### src/rtl/codificador_hamming_tx.sv
// ---------------------------------------------------------------------------
// codificador_hamming_tx
//
// Transmit side of the SECDED link. A 4-bit nibble accepted over a
// valid/ready handshake is encoded into an 8-bit extended-Hamming codeword
// laid out as {g0,w3,w2,w1,p2,w0,p1,p0}. The optional error mask is XORed
// onto the word. The result is presented in parallel and shifted out LSB
// first in a UART-style frame: one start bit (0), eight data bits, one stop
// bit (1).
//
// Parameters:
//   CLKS_PER_BIT      clock cycles per serial bit (>= 1)
//
// Ports:
//   clk               rising-edge clock
//   rst_n             synchronous active-low reset
//   dato_i[3:0]       data nibble {w3,w2,w1,w0}
//   valid_i           data request
//   ready_o           idle, will accept data this cycle
//   error_mask_i[7:0] error-injection mask, sampled at the handshake
//   codeword_o[7:0]   registered transmitted codeword (mask applied)
//   codeword_valid_o  one-cycle pulse when codeword_o updates
//   tx_o              serial line, idle high
//   busy_o            frame in progress
//   done_o            one-cycle pulse when a frame completes
// ---------------------------------------------------------------------------
module codificador_hamming_tx #(
    parameter int unsigned CLKS_PER_BIT = 4
) (
    input  logic       clk,
    input  logic       rst_n,
    input  logic [3:0] dato_i,
    input  logic       valid_i,
    output logic       ready_o,
    input  logic [7:0] error_mask_i,
    output logic [7:0] codeword_o,
    output logic       codeword_valid_o,
    output logic       tx_o,
    output logic       busy_o,
    output logic       done_o
);

    localparam int unsigned CW = (CLKS_PER_BIT > 1) ? $clog2(CLKS_PER_BIT) : 1;

    typedef enum logic [1:0] {
        S_IDLE,
        S_START,
        S_DATA,
        S_STOP
    } state_t;

    state_t         r_state;
    state_t         w_next_state;

    logic [CW-1:0]  r_baud;
    logic [2:0]     r_bit_idx;
    logic [7:0]     r_shift;
    logic [7:0]     r_codeword;
    logic           r_cw_valid;
    logic           r_done;

    logic           w_baud_last;
    logic           w_handshake;
    logic           w_p0;
    logic           w_p1;
    logic           w_p2;
    logic           w_g0;
    logic [7:0]     w_codeword;
    logic [7:0]     w_tx_word;

    // ------------------------------------------------------------------
    // Encoder: even parity; g0 covers the seven Hamming bits and is
    // computed before the mask is applied.
    // ------------------------------------------------------------------
    assign w_p0       = dato_i[0] ^ dato_i[1] ^ dato_i[3];
    assign w_p1       = dato_i[0] ^ dato_i[2] ^ dato_i[3];
    assign w_p2       = dato_i[1] ^ dato_i[2] ^ dato_i[3];
    assign w_g0       = ^{dato_i[3], dato_i[2], dato_i[1], w_p2, dato_i[0], w_p1, w_p0};
    assign w_codeword = {w_g0, dato_i[3], dato_i[2], dato_i[1], w_p2, dato_i[0], w_p1, w_p0};
    assign w_tx_word  = w_codeword ^ error_mask_i;

    assign w_baud_last = (r_baud == CW'(CLKS_PER_BIT - 1));
    assign w_handshake = valid_i && (r_state == S_IDLE);

    // ------------------------------------------------------------------
    // FSM state register
    // ------------------------------------------------------------------
    always_ff @(posedge clk) begin
        if (!rst_n) begin
            r_state <= S_IDLE;
        end else begin
            r_state <= w_next_state;
        end
    end

    // ------------------------------------------------------------------
    // FSM next-state logic
    // ------------------------------------------------------------------
    always_comb begin
        w_next_state = r_state;
        case (r_state)
            S_IDLE:  if (w_handshake) w_next_state = S_START;
            S_START: if (w_baud_last) w_next_state = S_DATA;
            S_DATA:  if (w_baud_last && (r_bit_idx == 3'd7)) w_next_state = S_STOP;
            S_STOP:  if (w_baud_last) w_next_state = S_IDLE;
            default: w_next_state = S_IDLE;
        endcase
    end

    // ------------------------------------------------------------------
    // Datapath: baud counter, bit index, shift register, output registers
    // ------------------------------------------------------------------
    always_ff @(posedge clk) begin
        if (!rst_n) begin
            r_baud     <= '0;
            r_bit_idx  <= '0;
            r_shift    <= '0;
            r_codeword <= '0;
            r_cw_valid <= 1'b0;
            r_done     <= 1'b0;
        end else begin
            r_cw_valid <= 1'b0;
            r_done     <= 1'b0;

            // The last count of every bit period coincides with either a
            // state change or a new data bit, so clearing on it covers both.
            if ((r_state == S_IDLE) || w_baud_last) begin
                r_baud <= '0;
            end else begin
                r_baud <= r_baud + CW'(1);
            end

            if (w_handshake) begin
                r_codeword <= w_tx_word;
                r_shift    <= w_tx_word;
                r_cw_valid <= 1'b1;
                r_bit_idx  <= '0;
            end

            // Index wraps 7 -> 0 on the last data bit, ready for the next frame.
            if ((r_state == S_DATA) && w_baud_last) begin
                r_shift   <= r_shift >> 1;
                r_bit_idx <= r_bit_idx + 3'd1;
            end

            if ((r_state == S_STOP) && w_baud_last) begin
                r_done <= 1'b1;
            end
        end
    end

    // ------------------------------------------------------------------
    // Outputs
    // ------------------------------------------------------------------
    always_comb begin
        tx_o = 1'b1;
        case (r_state)
            S_START: tx_o = 1'b0;
            S_DATA:  tx_o = r_shift[0];
            default: tx_o = 1'b1;
        endcase
    end

    assign ready_o          = (r_state == S_IDLE);
    assign busy_o           = (r_state != S_IDLE);
    assign codeword_o       = r_codeword;
    assign codeword_valid_o = r_cw_valid;
    assign done_o           = r_done;

endmodule

### config.mk
export PLATFORM = sky130hd
export DESIGN_NAME = codificador_hamming_tx
export DESIGN_NICKNAME = d
export VERILOG_FILES = /design/src/rtl/codificador_hamming_tx.sv
export SDC_FILE = /design/constraint.sdc
export NUM_CORES = 1
export LEC_CHECK = 0
export ABC_AREA = 1
export CORE_ASPECT_RATIO = 1.4
export CORE_MARGIN = 10
export CORE_UTILIZATION = 45
export CTS_BUF_LIST = sky130_fd_sc_hd__clkbuf_8
export DETAILED_ROUTE_END_ITERATION = 6
export PLACE_DENSITY = 0.74
export SLEW_MARGIN = 20
export SYNTH_ARGS = -nofsm -noshare
export SYNTH_HDL_FRONTEND = slang
export SYNTH_SLANG_ARGS = --single-unit
### constraint.sdc
create_clock -name clk -period 1.35 [get_ports clk]
set_input_delay 0.405 -clock clk [delete_from_list [all_inputs] [get_ports clk]]
set_output_delay 0.405 -clock clk [all_outputs]
set_load 0.02 [all_outputs]
# Word-level counts from Yosys, hierarchy flattened

Index checks and enable logic that the tools add are counted.
W data, S select, Z words.

Word-level logic and storage cells: 51
Flip-flop bits (word level): 25
Bits of input ports: 15
Output and inout port bits: 13

Equality and inequality tests: 9
Mux-type cells: 12
Reduce and logical (&&, ||, !) cells: 12
Bitwise operators: 8
Add/subtract/negate cells: 2

Operators with widths:

| operator              | number |
|---|---|
| $mux W7               | 2 |
| $mux W2               | 4 |
| $pmux W2 S4           | 1 |
| $xor A8 B8 Y8         | 1 |
| $reduce_xor A7 Y1     | 1 |
| $eq A2 B2 Y1 const B  | 3 |
| $mux W3               | 2 |
| $ne A2 B2 Y1 const B  | 3 |
| $xor A1 B1 Y1         | 6 |
| $logic_and A1 B1 Y1   | 4 |
| $reduce_and A4 Y1     | 1 |
| $reduce_bool A2 Y1    | 2 |
| $reduce_or A2 Y1      | 2 |
| $add A3 B1 Y3 const B | 1 |
| $eq A3 B3 Y1 const B  | 1 |
| $add A2 B1 Y2 const B | 1 |
| $eq A2 B1 Y1 const B  | 1 |
| $logic_not A2 Y1      | 1 |
| $mux W1               | 2 |
| $ne A2 B1 Y1 const B  | 1 |
| $pmux W1 S2           | 1 |
| $logic_or A1 B1 Y1    | 1 |
| $not A1 Y1            | 1 |

# Depth between registers and ports, before layout

Gate-level depths: netlist of the first run.

Word-level depth: 6
Gate-level depth with buffers: 8
Depth with buffers taken out: 8

# Least setup slack after synthesis of the first run

OpenSTA, ideal clock, no wires.

Path type: register -> output
Start: register r_state[0]
End: output tx_o
Cell stages (with the launch flop): 4
Arrival: 1.179 ns
Required time: 0.945 ns
Slack: -0.234 ns
Path buffers: 0
Cells stage by stage: dfxtp_1 inv_1 ha_1 o21ai_0

Cells in the longest elaborated chain, start to end: 2
Elaborated cells between the ends (all ways): 3
Classes of those cells: eq/ne: 2; mux: 1

RTL lines:

| item                                                | RTL line | RTL |
|---|---|---|
| start: declaration                                  | 52       | `state_t r_state;` |
| start signal: assignment                            | 92       | `r_state <= w_next_state;` |
| $eq A2 B2 Y1 / $eq A2 B1 Y1 (equally long branches) | 157      | `case (r_state)` |
| $pmux W1 S2 (*)                                     | 157      |  |
| end: declaration                                    | 38       | `output logic tx_o,` |

Every way passes the cells marked *; elsewhere a longest branch is shown, timed or not.

# Final worst setup path of the first run

Start: register r_state[1]
End: output tx_o

Same word-level chain as after synthesis.

==> impl_metrics.toml, run 1 <==
[critical_path]
path_max_fanout = 3
reg2reg_slack_ps = 40
worstSetupPathType = "reg -> out"
worst_setup_path_end_kind = "primary output"
crit_arrival_ps = 1130
start_kind = "flip-flop"
cp.required_ps = 950
r2r_end = "r_shift[0]"
r2r-start = "r_state[0]"
r2r_cells = 9

[placement]
io_buffers = 27
hpwl_um = 2500
dp_slack_ps = -457
gp_congestion = 0.758
placed_area_um2 = 1820

[timing]
skew_ps = 6.62
finalSetupViolCount = 3
fin_crit_sh = 1.14
max_freq_mhz = 649
setup_slack_ps = -190
final_max_slew_viol_count = 0
tns_ps = -341
rsz0062_at_grt = "true"
relSlewSlack = 0.830
worst_pin_slew_ps = 254
hold_viol = 0
fin_crit_ps = 1540

[synthesis]
synth_cells = 209
ys_async_sr_fraction = 0
ys_top_cells_by_area = "dfxtp_1, nand2_1, ha_1"
ys_ff_latch = 25
synth_edf_count = 0
synth.most_common_cell = "nand2_1"
yosysWarnings = 0
yosysTopAreaCell = "dfxtp_1"
syn-cell-area_um2 = 1370
synth.distinct_cells = 23
synth_common_cells = "nand2_1, dfxtp_1, inv_1"
synth_area_per_cell_um2 = 6.54
seq_area_frac_synth = 0.366
synth_nets = 231
synth_top_area_share = 0.366
ys.flop_type = "dfxtp_1"

[worst_hold_path]
hp-start = "r_baud[0]"
whs_endpoint = "r_baud[0]"
holdPathStages = 1
min-delay-path-class = "reg -> reg"

[power_and_ir_drop]
ir_drop_mv = 0.977
p_leak_nw = 1.01
p_per_area_nw_per_um2 = 1420
p_total_mw = 2.86

[global_routing]
grtUsageTotal = 0.111
met3_usage = 0.0197
globalRouteOverflowTotal = 0
grt-busiest-layer = "met2"
grt_util_met2 = 0.196
use_met1 = 0.113
grt_pass1_wl_um = 5100
grt_max_degree = 15
antenna_found_initial = 0
grt_pass1_vias = 1291

[cells_and_area]
nets = 281
area_growth_pct = 46.8
design_area_um2 = 2010
num-fill-cells = 261
drive_gt1_frac = 0.267
antennaDiodeCount = 0

[floorplan]
design.core.area_um2 = 2910
die_area_um2 = 5680
io_pins = 28
fp-row-count = 23
die_h_um = 85.2
initial_core_util = 0.471
die_w_um = 66.6

[cts]
h-tree-depth = 1
clkSinkCount = 25
cts_buffers = 3
clk-insertion-delay-late_ps = 270
clk_pin_slew_ps = 90
clockRootBuffer = "clkbuf_8"
cts_tree = "built"
cts_buffer_depth = 2

[drt]
wl_per_cell_um = 10.8
ant_nets = 0
first_iter_violations = 30
drc = 0
routed_wl_um = 3190
routed_via_density = 4.67
firstDrtPassIters = 4
vias = 1377

[run_status]
violations = "negative setup slack"
outcome = "complete, but fails checks"

[run]
maxCapViolCount = 0
[per-stage QoR]
step | hold WS, ps | util | std cells
finish | 446 | 0.690 | 295
floorplan | 398 | - | 209
CTS | 454 | 0.652 | 293
detailed placement | 441 | 0.625 | 289
global route | 473 | 0.690 | 295
global placement | 416 | 0.625 | 289
[registers in the layout, summed over array words and instances, names as in the netlist]
name	cells
codeword_o	8
codeword_valid_o	1
done_o	1
r_baud	2
r_bit_idx	3
r_shift	8
r_state	2
[routing by layer]
layer / vias to the layer above / wire, um
met4: 0 / 92
met1: 593 / 1280
met2: 32 / 1710
met3: 7 / 110
met5: - / 0
li1: 745 / -
[layout make-up]
cell class              instances  area [um2]  area share
clock buffers                   3        41.3      0.0206
clock inverters                 1        5.00     0.00249
inverters                      27         119      0.0592
multi-input cells             151         830       0.413
flip-flops and latches         25         508       0.253
well taps                      37        46.3      0.0231
repair buffers                 51         458       0.228
[where the power goes]
group	switching [mW]	internal, mW
clock network	0.236	0.207
registers	0.0917	0.894
logic	0.764	0.665
[what timing repair did]
item | in CTS | in global routing
pin swaps | 1 | 7
endpoints found under the setup margin | 28 | 25
resized for setup | 50 | 34
hold buffers | 0 | 0
setup buffers | 0 | 2
[how the worst max path moves through the flow]
stage / startpoint / slack [ps] / endpoint
after floorplan: r_state[0] / 2 / tx_o
after global placement: r_state[0] / -420 / tx_o
after detailed placement: r_state[0] / -460 / tx_o
after CTS: r_state[0] / -230 / tx_o
after global routing: r_state[0] / -240 / tx_o
final: r_state[1] / -190 / tx_o
[critical path, cell delays in order, from the launching register on]
cell	delay, ps
dfxtp_4	380
inv_4	50
ha_4	150
o21ai_2	140
buf_6	130
[cell usage in the layout (no fill, tap or decap), types with 3 or more instances in the layout]
cell type,n
ha_4,3
buf_6,7
clkbuf_8,3
ha_1,4
clkdlybuf4s50_1,9
buf_4,20
a21oi_1,13
o22ai_1,3
clkbuf_2,5
o21ai_2,7
nor2_1,15
dlymetal6s2s_1,5
nand3_1,6
nand2_1,84
dfxtp_1,23
inv_4,4
clkdlybuf4s15_2,3
inv_2,4
inv_1,18
[cell families after synthesis]
| group | count (synthesis) | share of synthesized area |
|---|---|---|
| AOI/OAI and AO/OA | 29 | 0.122 |
| xor gates and xnor gates | 2 | 0.0128 |
| adders and majority gates | 7 | 0.0640 |
| buffers and inverters | 33 | 0.104 |
| DFF | 25 | 0.366 |
| and+or+nand+nor | 113 | 0.331 |
(Power assumes the default switching activity.)
==> run 2: changes to the inputs <==
Settings changed: DONT_BUFFER_PORTS set to 1, PLACE_DENSITY 0.74 to unset, SLEW_MARGIN 20 to unset.
==> run 2 against run 1 <==
  * The flow still finishes with violations (negative setup slack)
  * Critical path depth unchanged
  * Flip-flop and latch count unchanged
  * Sequential power is 7% higher
  * Cell count down 14%
  * Critical path type unchanged
  * Largest power group unchanged
==> impl_metrics.toml, run 2 (synthesis gave the netlist of run 1 again) <==
[floorplan]
design.core.area_um2 = 2910
io_pins = 28
die_w_um = 66.6
fp-row-count = 23
die_h_um = 85.2
initial_core_util = 0.471
die_area_um2 = 5680

[critical_path]
crit_path_cell_trace = "inv_4 -> ha_4 -> nand2_1 -> o21ai_4"
cpMaxStageDelayCell = "dfxtp_2"
start_kind = "flip-flop"
worstSetupPathType = "reg -> out"
worst_setup_path_end_kind = "primary output"
cp.required_ps = 950
crit_arrival_ps = 1090
path_max_fanout = 5
cpPeakStageDelay_ps = 360

[timing]
hold_viol = 0
skew_ps = 4.94
rsz0062_at_grt = "true"
fin_crit_ps = 1490
max_freq_mhz = 671
relSlewSlack = 0.813
finalSetupViolCount = 3
hold_ws_ps = 248
fin_crit_sh = 1.10
tns_ps = -221
final_max_slew_viol_count = 0
setup_slack_ps = -141
worst_pin_slew_ps = 280

[power_and_ir_drop]
p_per_area_nw_per_um2 = 1610
ir_drop_mv = 0.725
p_leak_nw = 0.789

[drt]
first_iter_violations = 64
wl_per_cell_um = 13.1
routed_wl_um = 3330
vias = 1256
firstDrtPassIters = 6
routed_via_density = 4.93
drc = 0
ant_nets = 0

[cts]
cts_buffer_depth = 2
cts_tree = "built"
clkSinkCount = 25
cts_buffers = 3
h-tree-depth = 1
clockRootBuffer = "clkbuf_8"
cts_hold_buf = 0
clk-insertion-delay-late_ps = 270
clk_pin_slew_ps = 80

[cells_and_area]
area_growth_pct = 22.6
drive_gt1_frac = 0.248
nets = 241
instances_no_fill = 255
antennaDiodeCount = 0
mostFrequentLayoutCells = "nand2_1, dfxtp_1, inv_1"
final_common_cell = "nand2_1"
design_area_um2 = 1680

[placement]
placed_cells = 247
dp_slack_ps = -29.4
io_buffers = 0
hpwl_um = 2540
placed_area_um2 = 1430
gp_congestion = 0.880

[global_routing]
grt_pass1_vias = 1306
grt_max_degree = 15
antenna_found_initial = 0
globalRouteOverflowTotal = 0
grtUsageTotal = 0.123
grt_pass1_wl_um = 5550

[run]
maxCapViolCount = 0

[run_status]
violations = "negative setup slack"
outcome = "complete, but fails checks"

[worst_hold_path]
min-delay-path-class = "in -> reg"
==> run 2: path summary, 6_finish.rpt <==
check	slack, ps	start	cells past startpoint	end
worst max-delay path	-140	r_state[0]	4	tx_o
worst min register to register	430	r_baud[0]	1	r_baud[0]
worst max register to register	10	r_state[0]	9	r_state[1]
worst min-delay path	250	rst_n	2	r_shift[5]
==> run 2: final cells by class <==
type	instances	area, um2
multi-input combinational	151	862
sequential	25	507
tap	37	46.3
inverter	27	114
clock buffer	3	41.3
timing repair buffer	11	101
clock inverter	1	5.00
fill	277	1230
==> run 2: routing by layer <==
layer	track usage	vias up	share of wire
met5	0	-	0
met2	0.228	30	0.55
met3	0.0368	10	0.075
met4	0.0688	0	0.036
li1	-	662	-
met1	0.111	554	0.34
==> run 2: what timing repair did <==
item | 4_1_cts | 5_1_grt
buffers inserted | 3 | 1
pin swaps | 3 | 7
gates resized for setup | 20 | 23
setup endpoints to repair | 9 | 15
gates cloned | 0 | 0
endpoints found under the hold margin | 0 | 0
==> run 2: worst max-delay path, delay by kind of cell, from the launching register on <==
family / cells / cell delay, ps
adder cells (fa/ha/maj): 1 / 180
flip-flops: 1 / 360
AO/OA/AOI/OAI: 1 / 100
buffers and inverters: 1 / 50
AND/OR/NAND/NOR: 1 / 120
==> run 2: metrics by stage <==
stage                     power, mW   util
after floorplan                1.68      -
after global placement         1.85  0.493
after detailed placement       1.88  0.493
after CTS                      2.54  0.543
after global routing           2.91  0.577
final                          2.71  0.577
==> run 2: where the power goes <==
| part | switching, mW | total, mW | internal [mW] | leakage [nW] |
|---|---|---|---|---|
| Combinational | 0.704 | 1.23 | 0.521 | 0.557 |
| Sequential | 0.159 | 1.05 | 0.890 | 0.206 |
| Clock | 0.227 | 0.434 | 0.206 | 0.0255 |
==> run 3: changes to the inputs <==
Settings changed: CORE_UTILIZATION 45 to 58, PLACE_DENSITY set to 0.76, SLEW_MARGIN set to 20.
==> run 3 against run 2 <==
  * Count of clock-buffer cells in the layout is the same
  * Highest routed layer unchanged
  * Global-route usage rose by 1.3 points
  * The run still ends with negative setup slack left
  * Largest power group unchanged
  * Cell count is 5.9% lower
  * Total power fell by 2.3%
  * Clock power rose by 4%
  * Critical endpoint unchanged
==> impl_metrics.toml, run 3 (synthesis gave the netlist of run 1 again) <==
[run_status]
outcome = "complete, but fails checks"
violations = "negative setup slack"

[critical_path]
crit_path_cell_trace = "buf_6 -> ha_4 -> o21ai_4"
cp.required_ps = 950
worst_setup_path_end_kind = "primary output"
r2r-start = "r_state[0]"
crit_cells = 3
critical-path-top-delay-family = "flip-flops"
r2r_cells = 8
start_kind = "flip-flop"
cpPeakStageDelay_ps = 360
setup.worst_path.start = "r_state[0]"
crit_arrival_ps = 1100
worstSetupPathType = "reg -> out"
reg2reg_slack_ps = 50
path_max_fanout = 2
worst-path-buf-inv = 1
cpMaxStageDelayCell = "dfxtp_4"
timing.critical_path.to = "tx_o"
r2r_end = "r_state[1]"

[floorplan]
die_h_um = 77.5
die_area_um2 = 4730
die_w_um = 61.0
fp-row-count = 20
initial_core_util = 0.621
design.core.area_um2 = 2200
io_pins = 28

[drt]
routed_via_density = 5.32
drc = 0
vias = 1277
firstDrtPassIters = 3
wl_per_cell_um = 12.9
first_iter_violations = 29
ant_nets = 0
routed_wl_um = 3100

[cells_and_area]
instances_no_fill = 240
num-fill-cells = 194
nets = 241
mostFrequentLayoutCells = "nand2_1, dfxtp_1, inv_1"
antennaDiodeCount = 0
drive_gt1_frac = 0.216
final_common_cell = "nand2_1"
area_growth_pct = 16.6

[power_and_ir_drop]
p_total_mw = 2.64
ir_drop_mv = 1.16
p_leak_nw = 0.781
p_per_area_nw_per_um2 = 1660

[placement]
hpwl_um = 2360
io_buffers = 0
placed_cells = 232
gp_congestion = 0.777

[timing]
relSlewSlack = 0.828
finalSetupViolCount = 3
final_max_slew_viol_count = 0
fin_crit_sh = 1.11
fin_crit_ps = 1500
max_freq_mhz = 665
skew_ps = 6.06
setup_slack_ps = -154
rsz0062_at_grt = "true"
hold_viol = 0
worst_pin_slew_ps = 257

[global_routing]
antenna_found_initial = 0
grt_max_degree = 16
grt_pass1_wl_um = 5210
grtUsageTotal = 0.135
grt_pass1_vias = 1219
globalRouteOverflowTotal = 0

[cts]
cts_tree = "built"
cts_hold_buf = 0
clockRootBuffer = "clkbuf_8"
cts_buffer_depth = 2
clkSinkCount = 25
clk-insertion-delay-late_ps = 270
cts_buffers = 3
clk_pin_slew_ps = 90
h-tree-depth = 1

[worst_hold_path]
min-delay-path-class = "in -> reg"
holdPathStages = 2

[run]
maxCapViolCount = 0
==> run 3: cell types whose count changed in the layout (fill, tap and decap cells not counted), moves of 2 or more <==
cell	change
buf_4	+3
buf_6	-3
dfxtp_2	-2
o22ai_1	+2
o22ai_2	-2
==> run 3: cell type report <==
type | instances | area [um2] | area share
Clock buffer | 3 | 41.3 | 0.0259
Clock inverter | 1 | 7.51 | 0.00471
Inverter | 27 | 111 | 0.0699
Multi-Input combinational cell | 151 | 808 | 0.507
Sequential cell | 25 | 508 | 0.319
Tap cell | 22 | 27.5 | 0.0173
Timing Repair Buffer | 11 | 90.1 | 0.0565
==> run 3: power by group <==
group / internal, mW / switching, mW
combinational: 0.491 / 0.650
sequential: 0.894 / 0.158
clock: 0.210 / 0.242
total: 1.59 / 1.05
==> run 3: worst min path at each step <==
stage / from / endpoint / slack [ps]
global route: rst_n / r_state[0] / 230
floorplan: r_baud[0] / r_baud[0] / 400
finish: rst_n / r_shift[5] / 240
CTS: rst_n / r_state[1] / 230
detailed placement: r_baud[0] / r_baud[0] / 420
global placement: r_baud[0] / r_baud[0] / 410
==> run 3: timing repair <==
| item | in CTS | in global routing |
|---|---|---|
| hold endpoints to repair | 0 | 0 |
| pin swaps | 2 | 8 |
| setup endpoints to repair | 12 | 16 |
| buffers inserted | 2 | 2 |
| gates resized for setup | 16 | 14 |
==> run 3: metal layers <==
layer  up-vias  routed length, um  track usage
li1        663                  -            -
met1       578               1130        0.134
met2        28               1660        0.232
met3         8                235       0.0521
met4         0                 77       0.0683
met5         -                  0            0
==> run 3: metrics by stage <==
| step | TNS (ps) | setup slack (ps) | hold WS (ps) | cell area, um2 | utilization |
|---|---|---|---|---|---|
| 2_1_floorplan | 0 | 2.15 | 398 | 1370 | - |
| 3_3_place_gp | 0 | 17.1 | 408 | 1410 | 0.642 |
| 3_5_place_dp | -10.3 | -9.24 | 424 | 1410 | 0.642 |
| 4_1_cts | -247 | -157 | 234 | 1540 | 0.698 |
| 5_1_grt | -408 | -202 | 234 | 1590 | 0.724 |
| 6_report | -270 | -154 | 243 | 1590 | 0.724 |
==> run 3: worst reg2reg max path, stage by stage (launching register included) <==
cell	delay, ps
dfxtp_4	360
buf_6	120
buf_4	130
ha_1	200
inv_2	60
nand2_2	60
a21oi_2	160
nor2_1	60
nor2_1	80
